$ cat src/rtl/timer_irq_ctrl.sv
// timer_irq_ctrl
// Memory-mapped interval timer and interrupt source on the CPU peripheral bus.
// Three registers sit in a window at BASE_ADDR:
//   0x00 TH   reload value, loaded into TL on every TL overflow
//   0x04 TL   up-counter, advanced once every PRESCALE clocks while EN=1
//   0x08 TCON bit0 EN (count enable), bit1 IE (interrupt enable),
//             bit2 IS (interrupt status); bits [31:3] read as 0
// Ports:
//   clk       system clock
//   reset     asynchronous active-high reset
//   addr      CPU data-bus byte address
//   wdata     CPU store data
//   MemWrite  store strobe, one cycle per store
//   MemRead   load strobe
//   rdata     load data (combinational), 0 unless selected and reading
//   sel       high when addr hits one of the three register offsets
//   irq       registered IE && IS, level interrupt to the CPU
//   tick      registered one-cycle pulse after every TL overflow
module timer_irq_ctrl #(
    parameter logic [31:0] BASE_ADDR = 32'h40000000,
    parameter int unsigned PRESCALE  = 1
) (
    input  logic        clk,
    input  logic        reset,
    input  logic [31:0] addr,
    input  logic [31:0] wdata,
    input  logic        MemWrite,
    input  logic        MemRead,
    output logic [31:0] rdata,
    output logic        sel,
    output logic        irq,
    output logic        tick
);

    localparam logic [7:0]  OFF_TH   = 8'h00;
    localparam logic [7:0]  OFF_TL   = 8'h04;
    localparam logic [7:0]  OFF_TCON = 8'h08;
    localparam logic [15:0] PS_LAST  = 16'(PRESCALE - 1);

    logic [31:0] th_q, th_d;
    logic [31:0] tl_q, tl_d;
    logic        en_q, en_d;
    logic        ie_q, ie_d;
    logic        is_q, is_d;
    logic [15:0] pcnt_q, pcnt_d;
    logic        tick_q;
    logic        irq_q;

    logic        wr_th, wr_tl, wr_tcon;
    logic        count_en, inc, ovf;

    // Address decode: only the three defined offsets select the block.
    assign sel = (addr[31:8] == BASE_ADDR[31:8]) &&
                 ((addr[7:0] == OFF_TH) || (addr[7:0] == OFF_TL) ||
                  (addr[7:0] == OFF_TCON));

    assign wr_th   = sel && MemWrite && (addr[7:0] == OFF_TH);
    assign wr_tl   = sel && MemWrite && (addr[7:0] == OFF_TL);
    assign wr_tcon = sel && MemWrite && (addr[7:0] == OFF_TCON);

    // A store that clears EN stops counting on that very edge, so the
    // increment is suppressed and the prescaler goes back to 0.
    assign count_en = en_q && !(wr_tcon && !wdata[0]);
    assign inc      = count_en && (pcnt_q == PS_LAST);
    assign ovf      = inc && (tl_q == 32'hFFFF_FFFF);

    always_comb begin
        th_d   = th_q;
        tl_d   = tl_q;
        en_d   = en_q;
        ie_d   = ie_q;
        is_d   = is_q;
        pcnt_d = 16'd0;

        if (count_en) begin
            pcnt_d = (pcnt_q == PS_LAST) ? 16'd0 : pcnt_q + 16'd1;
        end

        if (wr_th) begin
            th_d = wdata;
        end

        // A CPU store to TL beats the increment/reload; the reload reads
        // th_q so a same-cycle TH store only affects the next period.
        if (wr_tl) begin
            tl_d = wdata;
        end else if (inc) begin
            tl_d = ovf ? th_q : tl_q + 32'd1;
        end

        // The overflow is OR-ed into the written IS so an event landing on
        // the same edge as the ISR's TCON store is never dropped.
        if (wr_tcon) begin
            en_d = wdata[0];
            ie_d = wdata[1];
            is_d = wdata[2] | (wdata[1] & ovf);
        end else begin
            is_d = is_q | (ie_q & ovf);
        end
    end

    always_ff @(posedge clk or posedge reset) begin
        if (reset) begin
            th_q   <= 32'd0;
            tl_q   <= 32'd0;
            en_q   <= 1'b0;
            ie_q   <= 1'b0;
            is_q   <= 1'b0;
            pcnt_q <= 16'd0;
            tick_q <= 1'b0;
            irq_q  <= 1'b0;
        end else begin
            th_q   <= th_d;
            tl_q   <= tl_d;
            en_q   <= en_d;
            ie_q   <= ie_d;
            is_q   <= is_d;
            pcnt_q <= pcnt_d;
            tick_q <= ovf;
            // Registered from next-state so irq tracks TCON with no
            // combinational path from the bus.
            irq_q  <= ie_d & is_d;
        end
    end

    assign tick = tick_q;
    assign irq  = irq_q;

    always_comb begin
        rdata = 32'd0;
        if (sel && MemRead) begin
            case (addr[7:0])
                OFF_TH:   rdata = th_q;
                OFF_TL:   rdata = tl_q;
                OFF_TCON: rdata = {29'd0, is_q, ie_q, en_q};
                default:  rdata = 32'd0;
            endcase
        end
    end

endmodule

$ cat config.mk
export PLATFORM = sky130hd
export DESIGN_NAME = timer_irq_ctrl
export DESIGN_NICKNAME = d
export VERILOG_FILES = /design/src/rtl/timer_irq_ctrl.sv
export SDC_FILE = /design/constraint.sdc
export NUM_CORES = 1
export LEC_CHECK = 0
export CAP_MARGIN = 30
export CORE_MARGIN = 5
export CORE_UTILIZATION = 40
export DETAILED_ROUTE_END_ITERATION = 8
export PLACE_DENSITY = 0.65
export SLEW_MARGIN = 20
export SYNTH_ARGS = -nofsm -noshare
export SYNTH_HDL_FRONTEND = slang
export SYNTH_SLANG_ARGS = --single-unit
$ cat constraint.sdc
create_clock -name clk -period 5.38 [get_ports clk]
set_input_delay 0.807 -clock clk [delete_from_list [all_inputs] [get_ports clk]]
set_output_delay 0.807 -clock clk [all_outputs]
set_load 0.03 [all_outputs]
==> results of run 1 <==
==> cell usage after synthesis, types with 3 or more instances <==
library cell | instances | share of area
sky130_fd_sc_hd__o31ai_1 | 3 | 0.0043
sky130_fd_sc_hd__a22oi_1 | 29 | 0.041
sky130_fd_sc_hd__nand2_1 | 43 | 0.031
sky130_fd_sc_hd__a211o_1 | 3 | 0.0050
sky130_fd_sc_hd__and3_1 | 12 | 0.014
sky130_fd_sc_hd__o211ai_1 | 5 | 0.0071
sky130_fd_sc_hd__nand4_1 | 18 | 0.021
sky130_fd_sc_hd__buf_2 | 10 | 0.0095
sky130_fd_sc_hd__xor2_1 | 13 | 0.022
sky130_fd_sc_hd__or4_1 | 3 | 0.0043
sky130_fd_sc_hd__a2111oi_0 | 3 | 0.0050
sky130_fd_sc_hd__and4_1 | 13 | 0.022
sky130_fd_sc_hd__inv_1 | 11 | 0.0079
sky130_fd_sc_hd__a211oi_1 | 5 | 0.0071
sky130_fd_sc_hd__nor3_1 | 12 | 0.011
sky130_fd_sc_hd__mux2_1 | 30 | 0.064
sky130_fd_sc_hd__dfrtp_1 | 85 | 0.40
sky130_fd_sc_hd__and2_1 | 4 | 0.0048
sky130_fd_sc_hd__o41ai_1 | 3 | 0.0050
sky130_fd_sc_hd__xnor2_1 | 14 | 0.023
sky130_fd_sc_hd__mux2i_1 | 12 | 0.023
sky130_fd_sc_hd__or3_1 | 4 | 0.0048
sky130_fd_sc_hd__mux2_2 | 3 | 0.0064
sky130_fd_sc_hd__o21ai_0 | 8 | 0.0076
sky130_fd_sc_hd__o21a_1 | 10 | 0.014
sky130_fd_sc_hd__a31oi_1 | 10 | 0.012
sky130_fd_sc_hd__o21ai_1 | 6 | 0.0057
sky130_fd_sc_hd__nor2b_1 | 3 | 0.0036
sky130_fd_sc_hd__ha_1 | 3 | 0.0071
sky130_fd_sc_hd__nor4_1 | 10 | 0.012
sky130_fd_sc_hd__nand3_1 | 25 | 0.024
sky130_fd_sc_hd__a21oi_1 | 21 | 0.020
sky130_fd_sc_hd__nand2b_1 | 4 | 0.0048
sky130_fd_sc_hd__clkbuf_1 | 20 | 0.014
sky130_fd_sc_hd__a21o_1 | 5 | 0.0071
sky130_fd_sc_hd__nor2_1 | 77 | 0.055
==> cells in the final DEF, fill, tap and decap left out, types with 8 or more instances in the layout <==
cell type / netlist / layout
sky130_fd_sc_hd__a31oi_1: 10 / 10
sky130_fd_sc_hd__xor2_1: 13 / 13
sky130_fd_sc_hd__o21a_1: 10 / 10
sky130_fd_sc_hd__nor4_1: 10 / 9
sky130_fd_sc_hd__buf_4: 2 / 11
sky130_fd_sc_hd__and4_1: 13 / 13
sky130_fd_sc_hd__clkbuf_16: 0 / 9
sky130_fd_sc_hd__nor2_1: 77 / 77
sky130_fd_sc_hd__nor3_1: 12 / 11
sky130_fd_sc_hd__and3_1: 12 / 12
sky130_fd_sc_hd__nand3_1: 25 / 25
sky130_fd_sc_hd__clkdlybuf4s50_1: 0 / 102
sky130_fd_sc_hd__inv_1: 11 / 10
sky130_fd_sc_hd__mux2i_1: 12 / 12
sky130_fd_sc_hd__mux2_1: 30 / 30
sky130_fd_sc_hd__dfrtp_1: 85 / 85
sky130_fd_sc_hd__a21oi_1: 21 / 21
sky130_fd_sc_hd__nand4_1: 18 / 18
sky130_fd_sc_hd__o21ai_0: 8 / 8
sky130_fd_sc_hd__a22oi_1: 29 / 29
sky130_fd_sc_hd__xnor2_1: 14 / 14
sky130_fd_sc_hd__nand2_1: 43 / 43
==> final cells by class <==
class	count	area [µm²]
tap	172	215
inverter	11	42.5
fill	1178	6000
sequential	85	2130
multi-input combinational	443	2970
timing repair buffer	115	1130
clock buffer	16	292
==> logic make-up (layout without fill, tap and decap cells) <==
group	Yosys count	count (layout)
muxes	45	45
buffers and inverters	45	142
AOI/OAI and AO/OA	125	125
and+or+nand+nor	243	243
DFF	85	85
xor gates and xnor gates	27	27
adders and majority gates	3	3
==> metrics by stage <==
step,utilization,hold WS (ns)
floorplan,-,0.447
global route,0.531,0.521
global placement,0.505,0.461
CTS,0.529,0.477
detailed placement,0.507,0.470
finish,0.531,0.477
==> metal layers <==
layer	track usage	routed length, µm	vias up
met5	0	0	-
met4	0.0980	396	0
met3	0.0412	1100	25
met2	0.315	7400	186
met1	0.275	6970	2421
li1	-	-	2308
==> power by group through the flow <==
stage	logic, µW	clock network, µW	registers (µW)
after floorplan	15.6	0	651
after global placement	75.8	0	651
after detailed placement	77.1	0	651
after CTS	77.4	627	639
after global routing	83.2	654	639
final	75.8	615	639
==> registers in the layout, indices dropped and copies added, names as in the netlist <==
name	count
irq	1
is_q	1
en_q	1
th_q	32
tl_q	32
tick	1
pcnt_q	16
ie_q	1
==> worst max path at each step <==
stage	cells past startpoint	from	endpoint
after global routing	8	addr[20]	rdata[5]
after floorplan	6	addr[12]	rdata[10]
after detailed placement	8	addr[15]	rdata[14]
after global placement	8	addr[8]	rdata[6]
final	8	addr[15]	rdata[10]
after CTS	8	addr[15]	rdata[14]
==> worst max-delay path: stages <==
cell and delay [ns]:
sky130_fd_sc_hd__clkdlybuf4s50_1 0.40, sky130_fd_sc_hd__nor4_1 0.36, sky130_fd_sc_hd__nand4_1 0.35, sky130_fd_sc_hd__nor3_4 0.45, sky130_fd_sc_hd__nand2_1 0.43, sky130_fd_sc_hd__buf_4 0.36
sky130_fd_sc_hd__nor2_1 0.13, sky130_fd_sc_hd__clkdlybuf4s50_1 0.68
==> results.txt, run 1 <==
----------------------------------------------------
[Outcome]
  Result of the run ... complete, no violations

[Routing]
  DR DRC count ... 0
  First-pass DRT Iterations ... 5
  Total via count after detailed routing ... 4940
  Final antenna-violating net count ... 0
  Routed Wire Length ... 15900 µm
  Avg Vias per Cell ... 5.87
  Starting DRT DRC Count ... 362
  Mean routed wirelength per cell ... 18.9 µm

[Setup path]
  Kind of end point of the critical path ... output pin
  Worst Reg-to-Reg Cells ... 7
  Capture instance of the worst register-to-register path ... tl_q[9]
  Minimum setup slack among reg-to-reg paths ... 2.53 ns
  Start of the worst register-to-register path ... tl_q[11]
  Critical path data required time ... 4.57 ns
  Crit-path max FO ... 17
  Crit start category ... input port
  Kind of critical path ... input port to output pin
  Data arrival time of the critical path ... 3.99 ns

[Final layout]
  Share of cells above drive strength 1 ... 0.0672
  Layout-stage area growth over the synthesis result ... 29.0%
  Final Instance Area ... 0.00678 mm²
  Antenna Diode Count ... 0
  Final Instance Count excl. Fillers ... 842
  Final nets ... 736

[Power and ir drop]
  Part of the power in registers ... 0.481
  Net switching share of the total power ... 0.211
  Net switching component of the power ... 280 µW
  Worst supply voltage drop on vdd ... 0.116 mV
  Power share of the clock group ... 0.462
  Post-layout total power ... 1330 µW
  Combinational Power Share ... 0.057
  LEAKAGE ... 0.00274 µW
  Int Power ... 1050 µW
  Cell area power density ... 196 mW/mm²

[Placed design]
  Instance count after placement with tap cells included ... 825
  Quantity of I/O buffers inserted on ports ... 102
  Pre-CTS worst setup slack ... 0.561 ns
  Final weighted congestion in routability-driven placement ... 0.846
  Cell area after placement ... 0.00647 mm²
  Post-detailed-placement half-perimeter wirelength ... 11200 µm

[Die]
  Core box area ... 0.0128 mm²
  Initial core utilization ... 0.411
  Area enclosed by the die boundary ... 0.0155 mm²
  Count of pins on the block boundary ... 103
  Height of the chip ... 125 µm
  Die X-Extent ... 125 µm
  Num rows ... 41

[Job]
  Number of max-cap violations ... 0

[Yosys]
  Post-synthesis share of cell area spent on full adders, half adders and majority gates ... 0.00714
  Fraction of synthesized area in multiplexers ... 0.0936
  Mapped Nets ... 644
  XOR/XNOR Fraction of Synth Area ... 0.0450
  Post-Synth Simple-Gate Area ... 0.247
  Share of the synthesized area in compound gates (AO/OA/AOI/OAI) ... 0.166
  Number of register bits inferred by synthesis ... 85
  Yosys warning count ... 0
  Syn Inst Count ... 573
  Netlist area before placement ... 0.00525 mm²
  Fraction of the yosys area taken by sequential cells ... 0.405
  Number of enable-type register cells in the synthesized netlist ... 0
  Most used flip-flop cell after synthesis ... sky130_fd_sc_hd__dfrtp_1
  Main combinational cell family by area after synthesis ... simple AND/OR/NAND/NOR gates
  Synth unique cells ... 63
  Synth Area per Inst ... 9.17 µm²
  Share of synthesized registers carrying an async set or reset ... 1.00

[Timing]
  Max Clock Skew ... 0.00603 ns
  Number of hold-slack violations in the final timing report ... 0
  Unrepaired setup endpoints after global routing ... false
  Transition time of the tightest slew-check pin ... 0.996 ns
  Share of the clock period used by the worst path ... 0.892
  Setup_tns ... 0 ns
  Final worst-path setup slack ... 0.581 ns
  Headroom to the max-slew limit ... 0.334
  Pins Over Slew Limit ... 0
  Clock period minus worst slack ... 4.80 ns
  Final setup violation count ... 0
  Max Clock Freq ... 208 MHz

[Clocking]
  CTS buffer count ... 9
  Number of buffers inserted for hold repair after clock tree synthesis ... 0
  Clock slew at the register clock pins of the worst setup and hold paths ... 0.06 ns
  Clock latency reported for the late side of the worst-skew pair ... 0.35 ns
  Number of sinks on the clock net ... 85
  Maximum clock path buffer count ... 2
  Post-CTS setup repair buffer count ... 0
  CTS H-Tree Depth ... 3
  Total of cells resized after clock tree synthesis ... 0
  CTS tree ... done
  Root cell of the clock tree ... sky130_fd_sc_hd__clkbuf_16

[Global routing]
  Number of antenna violations at the first check in global routing ... 0
  Global-route wire length before repair ... 26000 µm
  Via count of the first global-routing pass ... 4970
  Overall global routing resource usage ... 0.204
  Grt ovf ... 0
  Maximum number of pins on one net before global-route repair ... 50

[Min path]
  Terminating pin of the worst hold path ... pcnt_q[0]
  Hold-critical path depth ... 1
  Class of the worst hold path ... register to register
  Critical hold path startpoint ... pcnt_q[0]

----------------------------------------------------
(Power assumes the default switching activity.)
==> run 2, diff against run 1 <==
--- a/config.mk
+++ b/config.mk
@@ -9,8 +9,9 @@
 export CORE_MARGIN = 5
 export CORE_UTILIZATION = 40
 export DETAILED_ROUTE_END_ITERATION = 8
+export GPL_ROUTABILITY_DRIVEN = 0
 export PLACE_DENSITY = 0.65
-export SLEW_MARGIN = 20
+export SLEW_MARGIN = 30
 export SYNTH_ARGS = -nofsm -noshare
 export SYNTH_HDL_FRONTEND = slang
 export SYNTH_SLANG_ARGS = --single-unit
==> results.txt, run 2 (same netlist as run 1, synthesis figures left out) <==
----------------------------------------------------
[Routing]
  First-pass DRT Iterations ... 7 (was 5)
  DR DRC count ... 0 (unchanged)
  Avg Vias per Cell ... 5.84 (was 5.87)
  Routed Wire Length ... 15900 µm (about the same)
  Starting DRT DRC Count ... 330 (was 362)
  Mean routed wirelength per cell ... 18.9 µm (about the same)
  Final antenna-violating net count ... 0 (unchanged)
  Total via count after detailed routing ... 4903 (was 4940)

[Final layout]
  Final nets ... 734 (was 736)
  Share of cells above drive strength 1 ... 0.0659 (was 0.0672)
  Most frequent cells in the layout ... sky130_fd_sc_hd__clkdlybuf4s50_1 (102), sky130_fd_sc_hd__dfrtp_1 (85), sky130_fd_sc_hd__nor2_1 (77) (unchanged)
  Final Instance Count excl. Fillers ... 840 (was 842)
  Antenna Diode Count ... 0 (unchanged)
  Layout-stage area growth over the synthesis result ... 28.2% (was 29.0%)
  Most common cell after layout, fill and taps aside ... sky130_fd_sc_hd__clkdlybuf4s50_1 (unchanged)
  Largest registers ... th_q x32, tl_q x32, pcnt_q x16 (unchanged)
  Final core utilization ... 0.527 (was 0.531)

[Global routing]
  Overall global routing resource usage ... 0.204 (about the same)
  Grt ovf ... 0 (unchanged)
  Global-route wire length before repair ... 25800 µm (was 26000 µm)
  Maximum number of pins on one net before global-route repair ... 50 (unchanged)
  Number of antenna violations at the first check in global routing ... 0 (unchanged)
  Via count of the first global-routing pass ... 4920 (was 4970)

[Power and ir drop]
  Post-layout total power ... 1300 µW (was 1330 µW)
  LEAKAGE ... 0.00272 µW (was 0.00274 µW)
  Worst supply voltage drop on vdd ... 0.119 mV (was 0.116 mV)
  Cell area power density ... 193 mW/mm² (was 196 mW/mm²)

[Setup path]
  Largest delay contributor family on the critical path ... simple AND/OR/NAND/NOR gates (unchanged)
  Cell with the largest stage delay on the worst path ... sky130_fd_sc_hd__clkdlybuf4s50_1 (unchanged)
  Kind of end point of the critical path ... output pin (unchanged)
  Sum of buffers and inverters on the critical path ... 3 (unchanged)
  Kind of critical path ... input port to output pin (unchanged)
  CP cell instances ... clkdlybuf4s50_1 -> nor4_1 -> nand4_1 -> nor3_4 -> nand2_1 -> buf_4 -> nor2_1 -> clkdlybuf4s50_1 (unchanged)
  Critical path's largest stage delay ... 0.69 ns (was 0.68 ns)
  Crit-path max FO ... 17 (unchanged)
  Critical path data required time ... 4.57 ns (about the same)
  Data arrival time of the critical path ... 4.06 ns (was 3.99 ns)
  Most used cell, CP ... sky130_fd_sc_hd__clkdlybuf4s50_1 (unchanged)
  Crit start category ... input port (unchanged)

[Clocking]
  Root cell of the clock tree ... sky130_fd_sc_hd__clkbuf_16 (unchanged)
  CTS tree ... done (unchanged)
  Maximum clock path buffer count ... 2 (unchanged)
  Clock slew at the register clock pins of the worst setup and hold paths ... 0.06 ns (about the same)
  CTS buffer count ... 9 (unchanged)
  Total of cells resized after clock tree synthesis ... 0 (unchanged)
  Post-CTS setup repair buffer count ... 0 (unchanged)
  Number of buffers inserted for hold repair after clock tree synthesis ... 0 (unchanged)
  Clock latency reported for the late side of the worst-skew pair ... 0.35 ns (about the same)
  Number of sinks on the clock net ... 85 (unchanged)
  CTS H-Tree Depth ... 3 (unchanged)

[Timing]
  Clock period minus worst slack ... 4.87 ns (was 4.80 ns)
  Max Clock Freq ... 205 MHz (was 208 MHz)
  Unrepaired setup endpoints after global routing ... false (unchanged)
  Pins Over Slew Limit ... 0 (unchanged)
  Max Clock Skew ... 0.00782 ns (was 0.00603 ns)
  Headroom to the max-slew limit ... 0.318 (was 0.334)
  Share of the clock period used by the worst path ... 0.905 (was 0.892)
  Transition time of the tightest slew-check pin ... 1.02 ns (was 0.996 ns)
  Final setup violation count ... 0 (unchanged)
  Setup_tns ... 0 ns (unchanged)
  Number of hold-slack violations in the final timing report ... 0 (unchanged)

[Placed design]
  Post-detailed-placement half-perimeter wirelength ... 11200 µm (about the same)
  Quantity of I/O buffers inserted on ports ... 102 (unchanged)
  Instance count after placement with tap cells included ... 824 (was 825)

[Job]
  Number of max-cap violations ... 0 (unchanged)

[Min path]
  Class of the worst hold path ... register to register (unchanged)

[Die]
  Height of the chip ... 125 µm (unchanged)
  Initial core utilization ... 0.411 (unchanged)
  Count of pins on the block boundary ... 103 (unchanged)
  Die X-Extent ... 125 µm (unchanged)
  Area enclosed by the die boundary ... 0.0155 mm² (unchanged)
  Num rows ... 41 (unchanged)
  Core box area ... 0.0128 mm² (unchanged)

[Outcome]
  Result of the run ... complete, no violations (unchanged)

----------------------------------------------------
## run 2: cell types whose count changed in the layout (fill, tap and decap cells not counted)
cell	change
sky130_fd_sc_hd__and4_1	-1
sky130_fd_sc_hd__and4_2	+1
sky130_fd_sc_hd__buf_8	-2
sky130_fd_sc_hd__clkbuf_1	+1
sky130_fd_sc_hd__clkbuf_8	-2
sky130_fd_sc_hd__clkinv_2	+1
sky130_fd_sc_hd__nand3_1	-1
sky130_fd_sc_hd__nand3_2	+1
## run 2: layout make-up
class / instances / area [µm²]
Fill cell: 1178 / 6040
Inverter: 11 / 42.5
Clock buffer: 15 / 268
Timing Repair Buffer: 113 / 1100
Multi-Input combinational cell: 443 / 2970
Tap cell: 172 / 215
Sequential cell: 85 / 2130
Clock inverter: 1 / 5.00
## run 2: final timing paths
kind	from	slack [ns]	cells after the start	endpoint
hold / removal	pcnt_q[0]	0.48	1	pcnt_q[0]
setup reg to reg	tl_q[11]	2.54	7	tl_q[9]
min in group asynchronous	reset	0.86	2	th_q[28]
hold reg to reg	pcnt_q[0]	0.48	1	pcnt_q[0]
setup / recovery	addr[15]	0.51	8	rdata[7]
max in group asynchronous	reset	3.43	3	th_q[16]
## run 2: per-layer routing
metal / GRT usage / vias to the layer above / wire, µm
met5: 0 / - / 0
met4: 0.0954 / 0 / 395
met3: 0.0399 / 27 / 957
met2: 0.317 / 191 / 7470
met1: 0.273 / 2373 / 7090
li1: - / 2312 / -
## run 2: stage by stage
step	area, µm²	setup slack (ns)	hold slack [ns]
finish	6730	0.509	0.481
global route	6730	0.215	0.537
CTS	6730	0.502	0.485
detailed placement	6460	0.544	0.477
global placement	6450	0.697	0.461
floorplan	5250	1.81	0.447
## run 2: power by group
group | switching, µW | internal [µW]
logic | 29.8 | 46.3
clock network | 249 | 338
registers | 0.0000146 | 639
==> run 3, diff against run 2 <==
--- a/config.mk
+++ b/config.mk
@@ -5,11 +5,11 @@
 export SDC_FILE = /design/constraint.sdc
 export NUM_CORES = 1
 export LEC_CHECK = 0
-export CAP_MARGIN = 30
+export CAP_MARGIN = 20
 export CORE_MARGIN = 5
 export CORE_UTILIZATION = 40
+export CTS_BUF_LIST = sky130_fd_sc_hd__clkbuf_8
 export DETAILED_ROUTE_END_ITERATION = 8
-export GPL_ROUTABILITY_DRIVEN = 0
 export PLACE_DENSITY = 0.65
 export SLEW_MARGIN = 30
 export SYNTH_ARGS = -nofsm -noshare
==> results.txt, run 3 (same netlist as run 1, synthesis figures left out) <==
----------------------------------------------------
[Outcome]
  Result of the run ... complete, no violations (unchanged)

[Setup path]
  Critical path data required time ... 4.57 ns (about the same)
  Kind of end point of the critical path ... output pin (unchanged)
  Largest delay contributor family on the critical path ... simple AND/OR/NAND/NOR gates (unchanged)
  CP cell instances ... clkdlybuf4s50_1 -> nor4_1 -> nand4_1 -> nor3_4 -> nand2_1 -> buf_4 -> nor2_1 -> clkdlybuf4s50_1 (unchanged)
  Cell with the largest stage delay on the worst path ... sky130_fd_sc_hd__clkdlybuf4s50_1 (unchanged)
  Data arrival time of the critical path ... 4.07 ns (was 4.06 ns)
  Critical path's largest stage delay ... 0.69 ns (about the same)
  Sum of buffers and inverters on the critical path ... 3 (unchanged)
  Kind of critical path ... input port to output pin (unchanged)
  Most used cell, CP ... sky130_fd_sc_hd__clkdlybuf4s50_1 (unchanged)
  Crit start category ... input port (unchanged)
  Crit-path max FO ... 17 (unchanged)

[Clocking]
  Maximum clock path buffer count ... 2 (unchanged)
  Post-CTS setup repair buffer count ... 0 (unchanged)
  CTS H-Tree Depth ... 3 (unchanged)
  Root cell of the clock tree ... sky130_fd_sc_hd__clkbuf_8 (was sky130_fd_sc_hd__clkbuf_16)
  CTS buffer count ... 9 (unchanged)
  CTS tree ... done (unchanged)
  Number of buffers inserted for hold repair after clock tree synthesis ... 0 (unchanged)
  Clock latency reported for the late side of the worst-skew pair ... 0.37 ns (was 0.35 ns)
  Clock slew at the register clock pins of the worst setup and hold paths ... 0.08 ns (was 0.06 ns)
  Total of cells resized after clock tree synthesis ... 0 (unchanged)
  Number of sinks on the clock net ... 85 (unchanged)

[Power and ir drop]
  Cell area power density ... 171 mW/mm² (was 193 mW/mm²)
  Worst supply voltage drop on vdd ... 0.0863 mV (was 0.119 mV)
  LEAKAGE ... 0.00269 µW (was 0.00272 µW)

[Timing]
  Share of the clock period used by the worst path ... 0.906 (was 0.905)
  Max Clock Freq ... 205 MHz (about the same)
  Headroom to the max-slew limit ... 0.314 (was 0.318)
  Max Clock Skew ... 0.00691 ns (was 0.00782 ns)
  Pins Over Slew Limit ... 0 (unchanged)
  Clock period minus worst slack ... 4.87 ns (about the same)
  Final setup violation count ... 0 (unchanged)
  Unrepaired setup endpoints after global routing ... false (unchanged)
  Number of hold-slack violations in the final timing report ... 0 (unchanged)
  Transition time of the tightest slew-check pin ... 1.03 ns (was 1.02 ns)
  Setup_tns ... 0 ns (unchanged)

[Die]
  Core box area ... 0.0128 mm² (unchanged)
  Count of pins on the block boundary ... 103 (unchanged)
  Area enclosed by the die boundary ... 0.0155 mm² (unchanged)
  Height of the chip ... 125 µm (unchanged)
  Die X-Extent ... 125 µm (unchanged)
  Initial core utilization ... 0.411 (unchanged)
  Num rows ... 41 (unchanged)

[Routing]
  Total via count after detailed routing ... 4907 (was 4903)
  First-pass DRT Iterations ... 5 (was 7)
  Starting DRT DRC Count ... 364 (was 330)
  Avg Vias per Cell ... 5.84 (about the same)
  Final antenna-violating net count ... 0 (unchanged)
  Routed Wire Length ... 15900 µm (about the same)
  Mean routed wirelength per cell ... 18.9 µm (about the same)
  DR DRC count ... 0 (unchanged)

[Final layout]
  Final Instance Area ... 0.00663 mm² (was 0.00673 mm²)
  Most frequent cells in the layout ... sky130_fd_sc_hd__clkdlybuf4s50_1 (102), sky130_fd_sc_hd__dfrtp_1 (85), sky130_fd_sc_hd__nor2_1 (77) (unchanged)
  Share of cells above drive strength 1 ... 0.0659 (unchanged)
  Final nets ... 734 (unchanged)
  Antenna Diode Count ... 0 (unchanged)
  Most common cell after layout, fill and taps aside ... sky130_fd_sc_hd__clkdlybuf4s50_1 (unchanged)
  Fill cell instance count of the final layout ... 1200 (was 1178)
  Layout-stage area growth over the synthesis result ... 26.2% (was 28.2%)
  Largest registers ... th_q x32, tl_q x32, pcnt_q x16 (unchanged)

[Placed design]
  Quantity of I/O buffers inserted on ports ... 102 (unchanged)
  Cell area after placement ... 0.00646 mm² (unchanged)
  Final weighted congestion in routability-driven placement ... 0.846
  Post-detailed-placement half-perimeter wirelength ... 11200 µm (unchanged)

[Global routing]
  Overall global routing resource usage ... 0.203 (was 0.204)
  Via count of the first global-routing pass ... 4898 (was 4920)
  Global-route wire length before repair ... 25800 µm (unchanged)
  Grt ovf ... 0 (unchanged)
  Number of antenna violations at the first check in global routing ... 0 (unchanged)
  Maximum number of pins on one net before global-route repair ... 50 (unchanged)

[Min path]
  Class of the worst hold path ... register to register (unchanged)

[Job]
  Number of max-cap violations ... 0 (unchanged)

----------------------------------------------------
-- run 3: area by class of cell --
class / count / area [µm²] / area share
multi-input cells: 443 / 2970 / 0.448
clock buffers: 11 / 151 / 0.0228
well taps: 172 / 215 / 0.0324
inverters: 11 / 42.5 / 0.00641
repair buffers: 113 / 1100 / 0.166
flip-flops and latches: 85 / 2130 / 0.321
clock inverters: 5 / 20.0 / 0.00302
-- run 3: power by group --
| group | switching (µW) | internal [µW] | total (µW) |
|---|---|---|---|
| combinational | 29.7 | 46.3 | 76.0 |
| sequential | 0.0000144 | 638 | 638 |
| clock | 232 | 186 | 418 |
-- run 3: through the flow --
| stage | cells | hold slack (ns) | worst slack, ns | util | total power [µW] |
|---|---|---|---|---|---|
| 2_1_floorplan | 573 | 0.447 | 1.81 | - | 667 |
| 6_report | 840 | 0.485 | 0.506 | 0.519 | 1130 |
| 3_3_place_gp | 824 | 0.461 | 0.697 | 0.505 | 727 |
| 4_1_cts | 840 | 0.487 | 0.502 | 0.519 | 1140 |
| 3_5_place_dp | 824 | 0.477 | 0.544 | 0.505 | 728 |
| 5_1_grt | 840 | 0.541 | 0.215 | 0.519 | 1170 |
-- run 3: per-layer routing --
metal,routed length (µm),GRT usage,share of wire,vias to the layer above
met3,952,0.0437,0.060,24
met4,312,0.0877,0.020,0
li1,-,-,-,2302
met2,7440,0.316,0.47,178
met1,7160,0.274,0.45,2403
met5,0,0,0,-
-- run 3: path summary, 6_finish.rpt --
kind,from,end,slack [ns],depth (start not counted)
worst max-delay path,addr[15],rdata[7],0.51,8
worst min-delay path,pcnt_q[0],pcnt_q[0],0.48,1
worst max register to register,tl_q[11],tl_q[9],2.52,7
worst min register to register,pcnt_q[0],pcnt_q[0],0.48,1
max in group asynchronous,reset,pcnt_q[5],3.47,3
min in group asynchronous,reset,th_q[28],0.83,2
